===== src/rtl/sync_shift_ctrl_pkg.sv =====
// Shared sync-path definitions: controller state encoding and default widths.
// Imported by the capture controller and anything that decodes its state.
package sync_shift_ctrl_pkg;

  localparam int LEN_W_DEF = 7;
  localparam int FRM_W_DEF = 8;
  localparam int TO_W_DEF  = 16;

  // A cfg_len of zero selects a full 64-bit frame.
  localparam int FULL_FRAME = 64;

  localparam logic [2:0] S_IDLE      = 3'd0;
  localparam logic [2:0] S_ARM       = 3'd1;
  localparam logic [2:0] S_WAIT_SYNC = 3'd2;
  localparam logic [2:0] S_SHIFT     = 3'd3;
  localparam logic [2:0] S_GAP       = 3'd4;
  localparam logic [2:0] S_DONE      = 3'd5;

  typedef enum logic [2:0] {
    ST_IDLE      = S_IDLE,
    ST_ARM       = S_ARM,
    ST_WAIT_SYNC = S_WAIT_SYNC,
    ST_SHIFT     = S_SHIFT,
    ST_GAP       = S_GAP,
    ST_DONE      = S_DONE
  } state_t;

endpackage


===== src/rtl/sync_shift_ctrl_pulse_gen.sv =====
// Registered one-cycle clear pulse for the sync FSM; the controller raises
// req only on the single transition that needs the clear.
module sync_pulse_gen (
  input  logic clk,
  input  logic rst,
  input  logic req,
  output logic pulse
);

  always_ff @(posedge clk or posedge rst) begin
    if (rst) begin
      pulse <= 1'b0;
    end else begin
      pulse <= req;
    end
  end

endmodule


===== src/rtl/sync_shift_ctrl.sv =====
// Capture-run controller: arms the sync FSM, waits for sync, drives sh_en
// for one frame per sync, and counts frames until the requested run length.
module sync_shift_ctrl
  import sync_shift_ctrl_pkg::*;
#(
  parameter int LEN_W = LEN_W_DEF,
  parameter int FRM_W = FRM_W_DEF,
  parameter int TO_W  = TO_W_DEF
) (
  input  logic             clk,
  input  logic             rst,
  input  logic             start,
  input  logic             abort,
  input  logic             sync_state,
  input  logic [LEN_W-1:0] cfg_len,
  input  logic [FRM_W-1:0] cfg_frames,
  input  logic [TO_W-1:0]  cfg_timeout,
  output logic             sh_en,
  output logic             fsm_rst,
  output logic             busy,
  output logic             frame_done,
  output logic             done,
  output logic [FRM_W-1:0] frame_cnt,
  output logic             timeout_err,
  output logic             sync_err
);

  // The bit counter must reach 63 even when cfg_len is narrower than 7 bits.
  localparam int CNT_W = (LEN_W > 7) ? LEN_W : 7;

  state_t           state_reg, state_next;
  logic [LEN_W-1:0] len_reg, len_next;
  logic [FRM_W-1:0] frames_reg, frames_next;
  logic [TO_W-1:0]  to_reg, to_next;
  logic [TO_W-1:0]  timer_reg, timer_next;
  logic [CNT_W-1:0] bit_reg, bit_next;
  logic [CNT_W-1:0] last_bit;
  logic             gap_reg, gap_next;
  logic [FRM_W-1:0] frame_cnt_reg, frame_cnt_next;
  logic             timeout_err_reg, timeout_err_next;
  logic             sync_err_reg, sync_err_next;
  logic             sh_en_reg, busy_reg, frame_done_reg, done_reg;
  logic             fsm_rst_req;

  assign last_bit = (len_reg == '0) ? CNT_W'(FULL_FRAME - 1)
                                    : CNT_W'(len_reg) - CNT_W'(1);

  always_comb begin
    state_next       = state_reg;
    len_next         = len_reg;
    frames_next      = frames_reg;
    to_next          = to_reg;
    timer_next       = timer_reg;
    bit_next         = bit_reg;
    gap_next         = gap_reg;
    frame_cnt_next   = frame_cnt_reg;
    timeout_err_next = timeout_err_reg;
    sync_err_next    = sync_err_reg;
    fsm_rst_req      = 1'b0;

    unique case (state_reg)
      ST_IDLE: begin
        if (start) begin
          state_next       = ST_ARM;
          len_next         = cfg_len;
          frames_next      = cfg_frames;
          to_next          = cfg_timeout;
          frame_cnt_next   = '0;
          timeout_err_next = 1'b0;
          sync_err_next    = 1'b0;
          fsm_rst_req      = 1'b1;
        end
      end
      ST_ARM: begin
        timer_next = '0;
        state_next = (frames_reg == '0) ? ST_DONE : ST_WAIT_SYNC;
      end
      ST_WAIT_SYNC: begin
        // Sync arriving on the final permitted cycle still wins.
        if (sync_state) begin
          state_next = ST_SHIFT;
          bit_next   = '0;
        end else if ((to_reg != '0) && (timer_reg + TO_W'(1) == to_reg)) begin
          state_next       = ST_IDLE;
          timeout_err_next = 1'b1;
          fsm_rst_req      = 1'b1;
        end else begin
          timer_next = timer_reg + TO_W'(1);
        end
      end
      ST_SHIFT: begin
        if (!sync_state) begin
          state_next    = ST_IDLE;
          sync_err_next = 1'b1;
          fsm_rst_req   = 1'b1;
        end else if (bit_reg == last_bit) begin
          state_next = ST_GAP;
          gap_next   = 1'b0;
          if (frame_cnt_reg != {FRM_W{1'b1}}) begin
            frame_cnt_next = frame_cnt_reg + FRM_W'(1);
          end
        end else begin
          bit_next = bit_reg + CNT_W'(1);
        end
      end
      ST_GAP: begin
        // A sync FSM still active on the second gap cycle is forcibly cleared.
        if (!sync_state || gap_reg) begin
          fsm_rst_req = sync_state;
          if (frame_cnt_reg < frames_reg) begin
            state_next = ST_WAIT_SYNC;
            timer_next = '0;
          end else begin
            state_next = ST_DONE;
          end
        end else begin
          gap_next = 1'b1;
        end
      end
      ST_DONE: begin
        state_next = ST_IDLE;
      end
      default: begin
        state_next = ST_IDLE;
      end
    endcase

    if (abort && (state_reg != ST_IDLE)) begin
      state_next       = ST_IDLE;
      frame_cnt_next   = frame_cnt_reg;
      timeout_err_next = timeout_err_reg;
      sync_err_next    = sync_err_reg;
      fsm_rst_req      = 1'b1;
    end
  end

  always_ff @(posedge clk or posedge rst) begin
    if (rst) begin
      state_reg       <= ST_IDLE;
      len_reg         <= '0;
      frames_reg      <= '0;
      to_reg          <= '0;
      timer_reg       <= '0;
      bit_reg         <= '0;
      gap_reg         <= 1'b0;
      frame_cnt_reg   <= '0;
      timeout_err_reg <= 1'b0;
      sync_err_reg    <= 1'b0;
      sh_en_reg       <= 1'b0;
      busy_reg        <= 1'b0;
      frame_done_reg  <= 1'b0;
      done_reg        <= 1'b0;
    end else begin
      state_reg       <= state_next;
      len_reg         <= len_next;
      frames_reg      <= frames_next;
      to_reg          <= to_next;
      timer_reg       <= timer_next;
      bit_reg         <= bit_next;
      gap_reg         <= gap_next;
      frame_cnt_reg   <= frame_cnt_next;
      timeout_err_reg <= timeout_err_next;
      sync_err_reg    <= sync_err_next;
      sh_en_reg       <= (state_next == ST_SHIFT);
      busy_reg        <= (state_next != ST_IDLE);
      frame_done_reg  <= (state_reg == ST_SHIFT) && (state_next == ST_GAP);
      done_reg        <= (state_next == ST_DONE);
    end
  end

  sync_pulse_gen u_fsm_rst (
    .clk   (clk),
    .rst   (rst),
    .req   (fsm_rst_req),
    .pulse (fsm_rst)
  );

  assign sh_en       = sh_en_reg;
  assign busy        = busy_reg;
  assign frame_done  = frame_done_reg;
  assign done        = done_reg;
  assign frame_cnt   = frame_cnt_reg;
  assign timeout_err = timeout_err_reg;
  assign sync_err    = sync_err_reg;

endmodule


===== config.mk =====
export PLATFORM = sky130hd
export DESIGN_NAME = sync_shift_ctrl
export DESIGN_NICKNAME = d
export VERILOG_FILES = /design/src/rtl/sync_shift_ctrl_pkg.sv /design/src/rtl/sync_shift_ctrl_pulse_gen.sv /design/src/rtl/sync_shift_ctrl.sv
export SDC_FILE = /design/constraint.sdc
export NUM_CORES = 1
export LEC_CHECK = 0
export ABC_CLOCK_PERIOD_IN_PS = 7100
export CAP_MARGIN = 20
export CELL_PAD_IN_SITES_DETAIL_PLACEMENT = 1
export CELL_PAD_IN_SITES_GLOBAL_PLACEMENT = 1
export CORE_AREA = 10 10 109 111
export CTS_CLUSTER_SIZE = 25
export DETAILED_ROUTE_END_ITERATION = 16
export DIE_AREA = 0 0 119 121
export GPL_TIMING_DRIVEN = 1
export PLACE_DENSITY = 0.82
export SLEW_MARGIN = 0
export SYNTH_ARGS = -nofsm -noshare
export SYNTH_HDL_FRONTEND = slang
export SYNTH_SLANG_ARGS = --single-unit

===== constraint.sdc =====
create_clock -name clk -period 7.1 [get_ports clk]
set_input_delay 1.065 -clock clk [delete_from_list [all_inputs] [get_ports clk]]
set_output_delay 1.065 -clock clk [all_outputs]
set_load 0.05 [all_outputs]

### Yosys cells after proc, flatten, opt, wreduce, memory -nomap -nowiden

Cells that the tools add are included.

* word-level logic and storage cells: 109
* output and inout port bits: 15
* bits in latches: 0
* flip-flop bits (word level): 73
* memories kept: 0
* bits in writable memories: 0
* input bits: 36
* bits in read-only memories: 0

* shift operators: 0
* divide/modulo/power cells: 0
* order comparisons: 1
* multipliers: 0
* $add $sub $neg: 4
* reduce and logical (&&, ||, !) cells: 23
* muxes and demuxes: 42
* equal/unequal tests: 23
* bitwise operators: 1

Operators by type and width (count)
* $mux W16: 4
* $pmux W16 S3: 1
* $mux W8: 4
* $mux W7: 4
* $mux W3: 9
* $ne A2 B2 Y1 const B: 13
* $add A16 B1 Y16 const B: 1
* $eq A16 B16 Y1: 1
* $pmux W8 S2: 1
* $reduce_bool A16 Y1: 1
* $pmux W3 S5: 1
* $pmux W7 S2: 1
* $mux W1: 13
* $reduce_and A4 Y1: 3
* $reduce_and A5 Y1: 2
* $eq A3 B2 Y1 const B: 3
* $eq A3 B3 Y1 const B: 3
* $reduce_bool A3 Y1: 3
* $add A8 B1 Y8 const B: 1
* $logic_not A8 Y1: 1
* $lt A8 B8 Y1: 1
* $ne A8 B8 Y1 const B: 1
* $reduce_bool A2 Y1: 4
* $add A7 B1 Y7 const B: 1
* other kinds (13): 17

### Logic depth before layout (Yosys ltp)

* depth after elaboration: 9
* gate-level depth with buffers: 10
* gate-level depth less buffers: 10

### Hierarchy

A second synthesis with hierarchy kept.

* cell total of the unflattened synthesis: 511
* area, all modules: 4458.0 µm²

Modules (own cells, without submodules)
* sync_shift_ctrl: sequential area each 1801.7 µm², cells an instance 509, instances 1, area each 4429.2 µm²
* sync_pulse_gen: sequential area each 25.0 µm², cells an instance 2, instances 1, area each 28.8 µm²

### Least setup slack after synthesis

OpenSTA, ideal clock, no wires.

* kind: reg-to-reg
* from: reg len_reg[2]
* to: reg frame_cnt_reg[5] (netlist: frame_cnt[5])
* required time: 7.022 ns
* clock period less this slack: 2.829 ns
* library setup time: 0.078 ns
* stages on the path, launching flop included: 10
* path buffers: 1
* arrival: 2.751 ns
* setup slack: 4.271 ns
* path through: dfrtp_1 -> buf_6 -> or3_4 -> o31ai_2 -> nand2_1 -> or4_1 -> a41oi_4 -> a21oi_2 -> or4_1 -> a21oi_1

* word-level cells in the longest chain between the ends: 5
* elaborated cells on any way between the ends: 6
* classes of those cells: add/sub (1); eq/ne (2); mux (1); reduce/logical (2)

Ends and longest elaborated chain
* from (decl): RTL line sync_shift_ctrl.sv:32 `logic [LEN_W-1:0] len_reg, len_next;`
* from (signal assigned): RTL line sync_shift_ctrl.sv:155 `len_reg <= len_next;`
* $sub A7 B1 Y7 / $logic_not A7 Y1 (equally long branches): RTL line sync_shift_ctrl.sv:46, sync_shift_ctrl.sv:45
* $mux W7 (*): RTL line sync_shift_ctrl.sv:45 `assign last_bit = (len_reg == '0) ? CNT_W'(FULL_FRAME - 1)`
* $eq A7 B7 Y1 (*): RTL line sync_shift_ctrl.sv:96 `end else if (bit_reg == last_bit) begin`
* $ne A2 B2 Y1 (no source line) (*)
* $reduce_and A6 Y1 (no source line) (*)
* to (signal assigned): RTL line sync_shift_ctrl.sv:161 `frame_cnt_reg <= frame_cnt_next;`
* to (decl): RTL line sync_shift_ctrl.sv:39 `logic [FRM_W-1:0] frame_cnt_reg, frame_cnt_next;`

Mark *: on every way between the ends. The rest lies on a longest branch, timed or not.
A chain may end at the register's enable or synchronous reset.

### Worst setup path after layout

* from: reg timer_reg[0]
* to: reg timer_reg[1]

* word-level cells in the longest chain between the ends: 5
* elaborated cells on any way between the ends: 8
* classes of those cells: add/sub (1); eq/ne (2); mux (3); reduce/logical (2)

Ends and longest elaborated chain
* from (decl): RTL line sync_shift_ctrl.sv:35 `logic [TO_W-1:0] timer_reg, timer_next;`
* from (signal assigned): RTL line sync_shift_ctrl.sv:158 `timer_reg <= timer_next;`
* $add A16 B1 Y16 (*): RTL line sync_shift_ctrl.sv:83, sync_shift_ctrl.sv:88
* $eq A16 B16 Y1: RTL line sync_shift_ctrl.sv:83 `end else if ((to_reg != '0) && (timer_reg + TO_W'(1) == to_reg)) begin`
* $logic_and A1 B1 Y1: RTL line sync_shift_ctrl.sv:83
* $ne A2 B2 Y1 (no source line)
* $reduce_and A5 Y1 (no source line)

Mark *: on every way between the ends. The rest lies on a longest branch, timed or not. The select of a mux whose other input is x is not followed.

==> impl_metrics.prom <==
# TYPE chip_impl_metric gauge
chip_impl_metric{name="post_detailed_placement_half_perimeter_wirelength",unit="mm"} 9.26
chip_impl_metric{name="met2_usage",unit=""} 0.313
chip_impl_metric{name="synth_warnings",unit=""} 0
chip_impl_metric{name="finalClockSkew",unit="ns"} 0.0135
chip_impl_metric{name="cts_setup_buffers",unit=""} 0
chip_impl_metric{name="detail_route.wirelength",unit="mm"} 12.9
chip_impl_metric{name="post_cts_resized",unit=""} 0
chip_impl_metric{name="largest_net_degree_at_the_start_of_global_routing",unit=""} 74
chip_impl_metric{name="critical_path_required",unit="ns"} 7.38
chip_impl_info{name="run_status",value="finished clean"} 1
chip_impl_metric{name="setup_ws",unit="ns"} 3.49
chip_impl_metric{name="layout.filler_cells",unit=""} 1172
chip_impl_metric{name="ys_seq_area_frac",unit=""} 0.419
chip_impl_info{name="setup_repair_after_global_routing_missed_its_margin",value="false"} 1
chip_impl_metric{name="sequential_cell_area",unit="um^2"} 1830
chip_impl_metric{name="cts_max_path_buffers",unit=""} 2
chip_impl_metric{name="post_synth.cell_area_avg",unit="um^2"} 8.49
chip_impl_metric{name="synth_edf_count",unit=""} 0
chip_impl_metric{name="grt_pass1_vias",unit=""} 4354
chip_impl_metric{name="placement.io_buffers",unit=""} 50
chip_impl_metric{name="post_synth_inst_count",unit=""} 513
chip_impl_metric{name="avgRoutedWirePerCell",unit="um"} 18.6
chip_impl_metric{name="vdd_ir_drop_max",unit="mV"} 0.189
chip_impl_info{name="synth_top_cells_by_count",value="sky130_fd_sc_hd__nand2_1, sky130_fd_sc_hd__dfrtp_1, sky130_fd_sc_hd__nor2_1"} 1
chip_impl_metric{name="synth_top_area_frac",unit=""} 0.419
chip_impl_info{name="synth_ff_type",value="sky130_fd_sc_hd__dfrtp_1"} 1
chip_impl_metric{name="layout.core_utilization",unit=""} 0.539
chip_impl_info{name="synthMostInstantiatedCell",value="sky130_fd_sc_hd__nand2_1"} 1
chip_impl_metric{name="power_per_cell_area",unit="nW/um^2"} 332
chip_impl_metric{name="synthMuxAreaShare",unit=""} 0.00517
chip_impl_metric{name="crit_arrival",unit="ns"} 3.90
chip_impl_metric{name="netlist-cell-type-count",unit=""} 61
chip_impl_metric{name="slew_violations",unit=""} 0
chip_impl_metric{name="num_vias",unit=""} 4002
chip_impl_metric{name="initial_utilization",unit=""} 0.452
chip_impl_metric{name="drv_cap",unit=""} 0
chip_impl_metric{name="areaGrowthSynthToFinish",unit="%"} 19.2
chip_impl_metric{name="post_route_cells_drive_above_1_share",unit=""} 0.0571
chip_impl_metric{name="worstMarginPinSlew",unit="ns"} 1.01
chip_impl_metric{name="grt_met3_usage",unit=""} 0.0302
chip_impl_metric{name="crit_path_max_fanout",unit=""} 13
chip_impl_metric{name="chipWidth",unit="um"} 119
chip_impl_metric{name="insertedDiodeCount",unit=""} 0
chip_impl_metric{name="vias_per_cell",unit=""} 5.77
chip_impl_metric{name="drc_errors",unit=""} 0
chip_impl_metric{name="cts.sink_count",unit=""} 73
chip_impl_metric{name="cts_made_buffers",unit=""} 9
chip_impl_metric{name="placer_s_final_routability_congestion_estimate",unit=""} 0.939
chip_impl_info{name="dominant_combinational_cell_family_by_area_after_synthesis",value="simple AND/OR/NAND/NOR gates"} 1
chip_impl_metric{name="multiInputGateArea",unit="um^2"} 2350
chip_impl_metric{name="die_y",unit="um"} 121
chip_impl_metric{name="grt_usage",unit=""} 0.184
chip_impl_metric{name="grt_remaining_overflow",unit=""} 0
chip_impl_metric{name="drtIter0Drc",unit=""} 191
chip_impl_info{name="grt_busiest_layer",value="met2"} 1
chip_impl_metric{name="timing.final.crit_period",unit="ns"} 3.61
chip_impl_metric{name="synthSimpleGateAreaFrac",unit=""} 0.270
chip_impl_metric{name="detail_route.first_pass.iterations",unit=""} 4
chip_impl_metric{name="fin_tns_setup",unit="ns"} 0
chip_impl_info{name="path_class",value="flop to flop"} 1
chip_impl_metric{name="final_worst_path_cycle_share",unit=""} 0.509
chip_impl_info{name="start_kind",value="flop"} 1
chip_impl_metric{name="cts.hold.buffers_added",unit=""} 0
chip_impl_metric{name="cts.htree.levels",unit=""} 3
chip_impl_metric{name="fp.coreArea",unit="um^2"} 9640
chip_impl_metric{name="synthArstFlopShare",unit=""} 1.00
chip_impl_metric{name="placement.setup.worst_slack",unit="ns"} 3.27
chip_impl_metric{name="rows",unit=""} 36
chip_impl_metric{name="mappedNetlistArea",unit="um^2"} 4360
chip_impl_metric{name="overall_power",unit="uW"} 1720
chip_impl_info{name="cts_tree",value="built"} 1
chip_impl_metric{name="finalHoldViolations",unit=""} 0
chip_impl_metric{name="compound_gate_fraction_of_synth_area",unit=""} 0.170
chip_impl_metric{name="max_freq",unit="MHz"} 277
chip_impl_info{name="end_kind",value="flop"} 1
chip_impl_info{name="synth_area_leaders",value="sky130_fd_sc_hd__dfrtp_1, sky130_fd_sc_hd__nand2_1, sky130_fd_sc_hd__xnor2_1"} 1
chip_impl_info{name="cts_root_buffer",value="sky130_fd_sc_hd__clkbuf_8"} 1
chip_impl_metric{name="ff_latch_count_synth",unit=""} 73
chip_impl_metric{name="synth_xor_area_frac",unit=""} 0.0603
chip_impl_metric{name="grt.met1_usage",unit=""} 0.229
chip_impl_info{name="yosys.area.top_type",value="sky130_fd_sc_hd__dfrtp_1"} 1
chip_impl_metric{name="die_area",unit="um^2"} 14400
chip_impl_metric{name="fin_nets",unit=""} 602
chip_impl_info{name="class_of_the_tightest_hold_or_removal_check",value="flop to flop"} 1
chip_impl_metric{name="tightest_slew_margin_relative_to_the_limit",unit=""} 0.325
chip_impl_metric{name="static-leakage-power",unit="uW"} 0.00220
chip_impl_metric{name="cts.reportedPaths.clkPinSlew",unit="ns"} 0.09
chip_impl_metric{name="nets_in_the_synthesized_netlist",unit=""} 560
chip_impl_metric{name="number_of_antenna_violations_at_the_first_check_in_global_routing",unit=""} 0
chip_impl_metric{name="num_io_pins",unit=""} 51
chip_impl_metric{name="post_synth_fa_ha_maj_area_fraction",unit=""} 0.0339
chip_impl_metric{name="clock_insertion_delay_worst_skew",unit="ns"} 0.35
chip_impl_metric{name="grt_pass1_wl",unit="mm"} 22.0
chip_impl_metric{name="ant_nets",unit=""} 0
chip_impl_metric{name="setup_viol",unit=""} 0
==> power by group <==
group	internal (uW)	switching (uW)	leakage [uW]	total, uW
Sequential	522	130	0.000954	652
Combinational	262	411	0.00113	673
Clock	234	165	0.000118	399
==> final cells by class <==
| cell class | instances | share of cell area |
|---|---|---|
| Sequential cell | 73 | 0.352 |
| Clock inverter | 5 | 0.0200 |
| Tap cell | 133 | 0.0320 |
| Clock buffer | 11 | 0.0253 |
| Multi-Input combinational cell | 394 | 0.452 |
| Inverter | 24 | 0.0173 |
| Timing Repair Buffer | 53 | 0.101 |
==> layer usage <==
| layer | share of wire | vias up | wire length [um] |
|---|---|---|---|
| li1 | - | 1903 | - |
| met1 | 0.44 | 2002 | 5680 |
| met2 | 0.51 | 73 | 6520 |
| met3 | 0.032 | 24 | 413 |
| met4 | 0.021 | 0 | 276 |
| met5 | 0 | - | 0 |
==> cells in the final DEF, fill, tap and decap left out, drive strengths merged, types with 3 or more instances in the layout <==
cell	n
nor4	10
a21oi	21
o21ai	28
buf	3
clkbuf	11
or4	5
nor3	12
or4b	3
clkdlybuf4s50	50
and3	9
ha	11
bufinv	3
xnor2	21
nor2b	3
a31oi	3
o211ai	3
nand4	13
or3	4
dfrtp	73
o311ai	4
inv	24
nand2b	5
nand2	111
or2	4
nor2	38
xor2	9
o31ai	9
a21o	3
nand3	15
o22a	10
and2	6
==> metrics by stage <==
step / std cells / instance area, um^2 / hold slack [ns]
6_report: 693 / 5190 / 0.517
5_1_grt: 693 / 5190 / 0.548
4_1_cts: 692 / 5180 / 0.518
3_5_place_dp: 676 / 4950 / 0.503
3_3_place_gp: 676 / 4950 / 0.504
2_1_floorplan: 513 / 4360 / 0.466
==> cells by family after synthesis <==
| family | after synthesis |
|---|---|
| XOR/XNOR | 30 |
| AO/OA/AOI/OAI | 105 |
| buffers and inverters | 46 |
| flip-flops | 73 |
| AND/OR/NAND/NOR | 245 |
| multiplexers | 2 |
| adder cells (fa/ha/maj) | 12 |
==> path summary, 6_finish.rpt <==
path                          startpoint       endpoint  slack [ns]  cells after the start
max                         timer_reg[0]   timer_reg[1]        3.49                     10
min                        timer_reg[15]  timer_reg[15]        0.52                      1
max reg2reg                 timer_reg[0]   timer_reg[1]        3.49                     10
min reg2reg                timer_reg[15]  timer_reg[15]        0.52                      1
max in group asynchronous            rst  frames_reg[2]        5.15                      3
min in group asynchronous            rst   timer_reg[6]        1.30                      3
==> worst max-delay path, cell delays in order (launching register included) <==
cell	delay [ns]
sky130_fd_sc_hd__dfrtp_1	0.50
sky130_fd_sc_hd__ha_1	0.35
sky130_fd_sc_hd__nand3_1	0.21
sky130_fd_sc_hd__nor2_1	0.30
sky130_fd_sc_hd__nand3_1	0.19
sky130_fd_sc_hd__xnor2_1	0.22
sky130_fd_sc_hd__nand4_1	0.21
sky130_fd_sc_hd__o31ai_2	0.61
sky130_fd_sc_hd__buf_6	0.24
sky130_fd_sc_hd__and2_1	0.49
sky130_fd_sc_hd__a32o_1	0.22
No activity file was read; power rests on OpenSTA's default activity.
